**config.mk**
```make
export PLATFORM = sky130hd
export DESIGN_NAME = hilo_ctrl
export DESIGN_NICKNAME = d
export VERILOG_FILES = /design/src/rtl/hilo_ctrl.sv
export SDC_FILE = /design/constraint.sdc
export NUM_CORES = 1
export LEC_CHECK = 0
export ABC_CLOCK_PERIOD_IN_PS = 1950
export BUFFER_PORTS_ARGS = -buffer_cell sky130_fd_sc_hd__buf_4
export CORE_AREA = 2 2 117 119
export CTS_CLUSTER_SIZE = 28
export DETAILED_ROUTE_END_ITERATION = 8
export DIE_AREA = 0 0 119 121
export HOLD_SLACK_MARGIN = 0.08
export PLACE_DENSITY_LB_ADDON = 0.08
export SLEW_MARGIN = 30
export SYNTH_ARGS = -nofsm -noshare
export SYNTH_HDL_FRONTEND = slang
export SYNTH_SLANG_ARGS = --single-unit
export TNS_END_PERCENT = 20
```
**constraint.sdc**
```tcl
create_clock -name clk -period 1.95 [get_ports clk]
set_input_delay 0.39 -clock clk [delete_from_list [all_inputs] [get_ports clk]]
set_output_delay 0.39 -clock clk [all_outputs]
set_load 0.05 [all_outputs]
```
**src/rtl/hilo_ctrl.sv**
```systemverilog
// hilo_ctrl
// ---------------------------------------------------------------------------
// Sequencer and HI/LO architectural state in front of a serial multiplier /
// divider (multdiv). Mult/div requests from decode are latched into operand
// registers and launched with a one-cycle md_start pulse; the result pair is
// captured into HI/LO when multdiv drops md_run. MTHI/MTLO write HI/LO
// directly and MFHI/MFLO read them combinationally, but only while idle.
//
// Handshake: op_valid/op/rs_data/rt_data are presented by decode. An op is
// accepted in any cycle where op_valid = 1 and stall = 0. When stall = 1 the
// op is not accepted and decode must hold it unchanged. For MFHI/MFLO the
// cycle of acceptance is also the cycle result_valid = 1.
//
// Ports
//   clk, reset               clock, synchronous active-high reset
//   op_valid, op             request strobe and opcode
//   rs_data, rt_data         operands
//   stall                    request not accepted this cycle
//   result, result_valid     MFHI/MFLO read data and its qualifier
//   hi, lo                   architectural HI/LO registers
//   busy                     an operation is in flight (START or BUSY)
//   md_start                 one-cycle launch pulse to multdiv
//   md_multdivb, md_signedop operation select to multdiv
//   md_x, md_y               operand registers to multdiv
//   md_prodh, md_prodl       multdiv results (divide: remainder, quotient)
//   md_run                   multdiv busy
//   state_dbg                current FSM state (0 IDLE, 1 START, 2 BUSY)
// ---------------------------------------------------------------------------
module hilo_ctrl #(
    parameter int WIDTH = 32
) (
    input  logic             clk,
    input  logic             reset,
    input  logic             op_valid,
    input  logic [2:0]       op,
    input  logic [WIDTH-1:0] rs_data,
    input  logic [WIDTH-1:0] rt_data,
    output logic             stall,
    output logic [WIDTH-1:0] result,
    output logic             result_valid,
    output logic [WIDTH-1:0] hi,
    output logic [WIDTH-1:0] lo,
    output logic             busy,
    output logic             md_start,
    output logic             md_multdivb,
    output logic             md_signedop,
    output logic [WIDTH-1:0] md_x,
    output logic [WIDTH-1:0] md_y,
    input  logic [WIDTH-1:0] md_prodh,
    input  logic [WIDTH-1:0] md_prodl,
    input  logic             md_run,
    output logic [1:0]       state_dbg
);

    typedef enum logic [1:0] {
        S_IDLE  = 2'd0,
        S_START = 2'd1,
        S_BUSY  = 2'd2
    } state_t;

    state_t state;

    logic idle;
    logic is_md;  // MULT, MULTU, DIV, DIVU
    logic is_mt;  // MTHI, MTLO
    logic is_mf;  // MFHI, MFLO

    assign idle  = (state == S_IDLE);
    assign is_md = ~op[2];
    assign is_mt = op[2] & ~op[1];
    assign is_mf = op[2] & op[1];

    // stall is a function of state and op_valid only, so md_run never
    // reaches decode combinationally. The MF op stalled in the completion
    // cycle is accepted one cycle later and reads the freshly captured pair.
    always_comb begin
        stall        = op_valid & ~idle;
        result_valid = op_valid & idle & is_mf;
        result       = '0;
        if (result_valid) begin
            result = op[0] ? lo : hi;
        end
        busy      = ~idle;
        state_dbg = state;
    end

    always_ff @(posedge clk) begin
        if (reset) begin
            state       <= S_IDLE;
            hi          <= '0;
            lo          <= '0;
            md_start    <= 1'b0;
            md_multdivb <= 1'b0;
            md_signedop <= 1'b0;
            md_x        <= '0;
            md_y        <= '0;
        end else begin
            md_start <= 1'b0;
            case (state)
                S_IDLE: begin
                    if (op_valid) begin
                        if (is_md) begin
                            // Operand registers stay put until the next
                            // accepted mult/div, so multdiv may sample late.
                            md_x        <= rs_data;
                            md_y        <= rt_data;
                            md_multdivb <= ~op[1];
                            md_signedop <= ~op[0];
                            md_start    <= 1'b1;
                            state       <= S_START;
                        end else if (is_mt) begin
                            if (op[0]) begin
                                lo <= rs_data;
                            end else begin
                                hi <= rs_data;
                            end
                        end
                    end
                end
                S_START: begin
                    state <= S_BUSY;
                end
                S_BUSY: begin
                    // multdiv raises md_run by the first BUSY cycle, so the
                    // first low md_run seen here marks completion.
                    if (!md_run) begin
                        hi    <= md_prodh;
                        lo    <= md_prodl;
                        state <= S_IDLE;
                    end
                end
                default: begin
                    state <= S_IDLE;
                end
            endcase
        end
    end

endmodule

```
---- Word level (Yosys, flattened, before mapping) ----
Index checks and enable logic that the tools add are counted.
cells by class
  multiplexer cells ....................... 19
  equality and inequality tests ........... 9
  $mul .................................... 0
  magnitude comparators ................... 0
  bitwise gates (word level) .............. 10
  add/sub/neg operators ................... 0
  shift operators ......................... 0
  divide/modulo/power cells ............... 0
  reductions and logical operators ........ 7
operators with widths
  kind                  count
  $mux W32              12
  $pmux W32 S2          2
  $ne A2 B2 Y1 const B  6
  $reduce_and A6 Y1     2
  $mux W2               3
  $pmux W2 S3           1
  $reduce_and A3 Y1     2
  $and A1 B1 Y1         5
  $not A1 Y1            5
  $reduce_or A3 Y1      1
  $eq A2 B1 Y1 const B  1
  $eq A2 B2 Y1 const B  1
  $logic_not A2 Y1      1
  $ne A2 B1 Y1 const B  1
  $reduce_bool A2 Y1    1
  $mux W1               1
word-level totals
  memory bits (read-only) ................. 0
  bits in latches ......................... 0
  bits in writable memories ............... 0
  register bits ........................... 133
  memories ................................ 0
  output and inout bits ................... 168
  logic and storage cells ................. 53
  bits of input ports ..................... 135

---- Depth between registers and ports, before layout ----
  depth after elaboration ................. 6
  mapped depth ............................ 7
  depth with buffers taken out ............ 5

---- Worst setup path after synthesis ----
No wires, ideal clock.
  path type ............................... register -> output
  start point ............................. register state[0], in the netlist state_dbg[0]
  end point ............................... output result[10]
  buffers on the path ..................... 1
  data required time ...................... 1.560 ns
  stages on the path, launching flop included .. 5
  arrival time ............................ 1.946 ns
  slack ................................... -0.386 ns
  cells stage by stage .................... dfxtp_1 nor2_2 nand4_1 clkbuf_1 nor2_1
on the way
  word-level cells in the longest chain between the ends .. 4
ends and longest elaborated chain
  element                     line  source
  start: declaration          61    state_t state;
  start signal: assignment    89    state <= S_IDLE;
  start signal: assignment    110   state <= S_START;
  start signal: assignment    121   state <= S_BUSY;
  $logic_not A2 Y1            68    assign idle = (state == S_IDLE);
  $and A1 B1 Y1 (2 in a row)  78    result_valid = op_valid & idle & is_mf;
  $mux W32                    80    if (result_valid) begin
  end: declaration            39    output logic [WIDTH-1:0] result,
Every way passes these cells.

---- Worst setup path after layout ----
  start point ............................. register state[0], in the netlist state_dbg[0]
  end point ............................... output result[26]
Same word-level chain as after synthesis.

==> flow_summary.toml <==
[clock_tree]
cts_tree = "built"
clkTransAtPathRegs_ns = 0.05
cts.sinks = 133
numCtsBuffers = 17
insertion_delay_ns = 0.41
cts_max_path_buffers = 2
hold_buffers = 0
cts_root_buffer = "clkbuf_16"
htree_levels = 4

[worst_setup_path]
critPathCapture = "result[26]"
ff2ff_path_depth = 6
crit_type = "flop to output port"
rr_startpoint = "state_dbg[1]"
crit_fanout = 9
crit_required_ns = 1.56
cp.arrival_ns = 1.63
rrSetupSlack_ns = 0.09
end_kind = "output port"
crit_path_start_kind = "flop"
cp-startpoint = "state_dbg[0]"
r2r_end = "lo[13]"

[synth]
yosysTopAreaCell = "dfxtp_1"
ys_types = 24
synth_fp_nets = 801
ys_warn_count = 0
synthesis.area_um2 = 5910
yosys_register_bits = 133
yosysTopAreaCellShare = 0.450
synthTopCellsByArea = "dfxtp_1, mux2i_1, a21oi_1"
yosysSeqAreaShare = 0.450
synth_cells = 666
syn_area_per_cell_um2 = 8.88

[grt]
gr-usage-all-layers = 0.281
overflow = 0
grt_pass1_wl_um = 31800
grt_max_degree = 69
grt_antenna_before_repair = 0
grt_pass1_vias = 6104

[route]
drt_iter0_markers = 371
first_pass_iters = 7
drt-wirelength-per-cell_um = 18.4
vias = 6085
drtAntennaViolNets = 0
via_per_inst = 5.34
drc = 0
wirelength_um = 21000

[timing]
period_needed_ns = 2.02
rsz0062_at_grt = "true"
fin_skew_ns = 0.00474
setup_viol = 22
layout_setup_ws_ns = -0.0663
fin_crit_sh = 1.03
hold_viol = 0
tightest_slew_ns = 0.382
fin_setup_tns_ns = -0.435
slew_headroom = 0.738
slew_viol_final = 0
fmax_mhz = 496

[layout]
fin_area_um2 = 9410
layout.nets = 1089
fillCellCount = 1016
n_antenna_cell = 0
fin_util = 0.719
areaGrowthSynthToFinish_pct = 59.1
post_route_cells_drive_above_1_share = 0.439

[floorplan]
die-height_um = 121
start_util = 0.452
num_rows = 42
die_area_um2 = 14400
core_area_um2 = 13100
ios = 303
die_w_um = 119

[placed_design]
gp_congestion = 0.854
port_buffers = 302
post-place-ws_ns = 0.108
dpl_cell_area_um2 = 8470
post-dp-hpwl_um = 14700

[power_and_ir_drop]
power_mw = 7.47
cellPowerDensity_nw_per_um2 = 794
irDropWorstVdd_v = 0.000470
leakagePower_nw = 3.86

[worst_hold_path]
worstHoldPathType = "input pin to flop"

[job]
drv_cap = 0

[status]
status = "complete, but fails checks"
violations = "setup timing"
how the worst min path moves through the flow:
stage,from,to,slack [ns],cells past startpoint
2_1_floorplan,op[1],md_multdivb,0.49,1
3_3_place_gp,md_y[2],md_y[2],0.44,2
3_5_place_dp,md_y[27],md_y[27],0.45,2
4_1_cts,op[1],md_multdivb,0.18,2
5_1_grt,op[1],md_multdivb,0.18,2
6_report,op[1],md_multdivb,0.19,2
layout make-up:
cell class / count / area [um2] / area share
inverter: 3 / 11.3 / 0.00120
clock buffer: 24 / 492 / 0.0523
sequential: 133 / 2670 / 0.283
timing repair buffer: 328 / 2770 / 0.295
tap: 176 / 220 / 0.0234
multi-input combinational: 471 / 3200 / 0.340
clock inverter: 5 / 50.0 / 0.00532
cells by family (layout without fill, tap and decap cells):
logic type | Yosys count | after routing | synth area share
simple gates | 209 | 209 | 0.139
compound gates | 166 | 166 | 0.196
flops | 133 | 133 | 0.450
mux | 96 | 96 | 0.163
buf+inv | 62 | 360 | 0.0514
cells in the final DEF (no fill, tap or decap), drive strengths merged, types with 3 or more instances in the layout:
| cell type | Yosys | layout |
|---|---|---|
| mux2i | 96 | 96 |
| a21oi | 98 | 98 |
| inv | 3 | 3 |
| dfxtp | 133 | 133 |
| nand2 | 128 | 128 |
| buf | 29 | 327 |
| clkbuf | 30 | 25 |
| nand3b | 3 | 3 |
| nor2 | 70 | 70 |
| a211oi | 66 | 66 |
| clkinv | 0 | 4 |
per-stage QoR:
step                cells  hold WS (ns)
floorplan             666         0.486
global placement     1106         0.443
detailed placement   1106         0.448
CTS                  1138         0.178
global route         1140         0.178
finish               1140         0.195
critical path: stages, from the launching register on:
cell     delay [ns]
dfxtp_2        0.33
nor2_4         0.11
nand4_1        0.10
buf_6          0.18
buf_16         0.17
nor2_2         0.15
buf_6          0.18
routing by layer:
metal | global-route usage | vias to the layer above | wire length [um] | part of all wire
li1 | - | 2887 | - | -
met1 | 0.311 | 2894 | 7990 | 0.38
met2 | 0.509 | 266 | 11100 | 0.53
met3 | 0.0818 | 38 | 1460 | 0.069
met4 | 0.102 | 0 | 524 | 0.025
met5 | 0 | - | 0 | 0
state kept, by name (all words and copies together) (netlist names):
name,flops
md_start,1
lo,32
md_x,32
md_multdivb,1
md_signedop,1
md_y,32
state_dbg,2
hi,32
where the power goes:
part	total (mW)	switching [mW]	leakage (nW)	internal, mW
clock network	2.94	1.09	0.272	1.86
registers	2.94	0.0930	1.08	2.85
logic	1.59	1.00	2.50	0.586
synthesized netlist by cell type:
library cell  count
nor2_1           69
inv_2             1
inv_1             2
a21oi_1          98
nand2b_1          2
clkbuf_1         30
buf_1             5
a221oi_4          1
nor2_2            1
a211oi_2         28
nor2b_1           2
a31o_2            1
buf_6             3
nand3b_1          3
dfxtp_1         133
and2_1            1
nand4_1           1
buf_2            12
a211oi_1         38
buf_4             9
nor3b_2           1
mux2i_1          96
and2_0            1
nand2_1         128
timing repair:
action | 4_1_cts | 5_1_grt
gates cloned | 1 | 2
setup endpoints to repair | 33 | 40
setup buffers | 2 | 0
gates resized for setup | 45 | 33
pin swaps | 2 | 7
endpoints found under the hold margin | 0 | 0
Power figures use the tool's default switching activity.
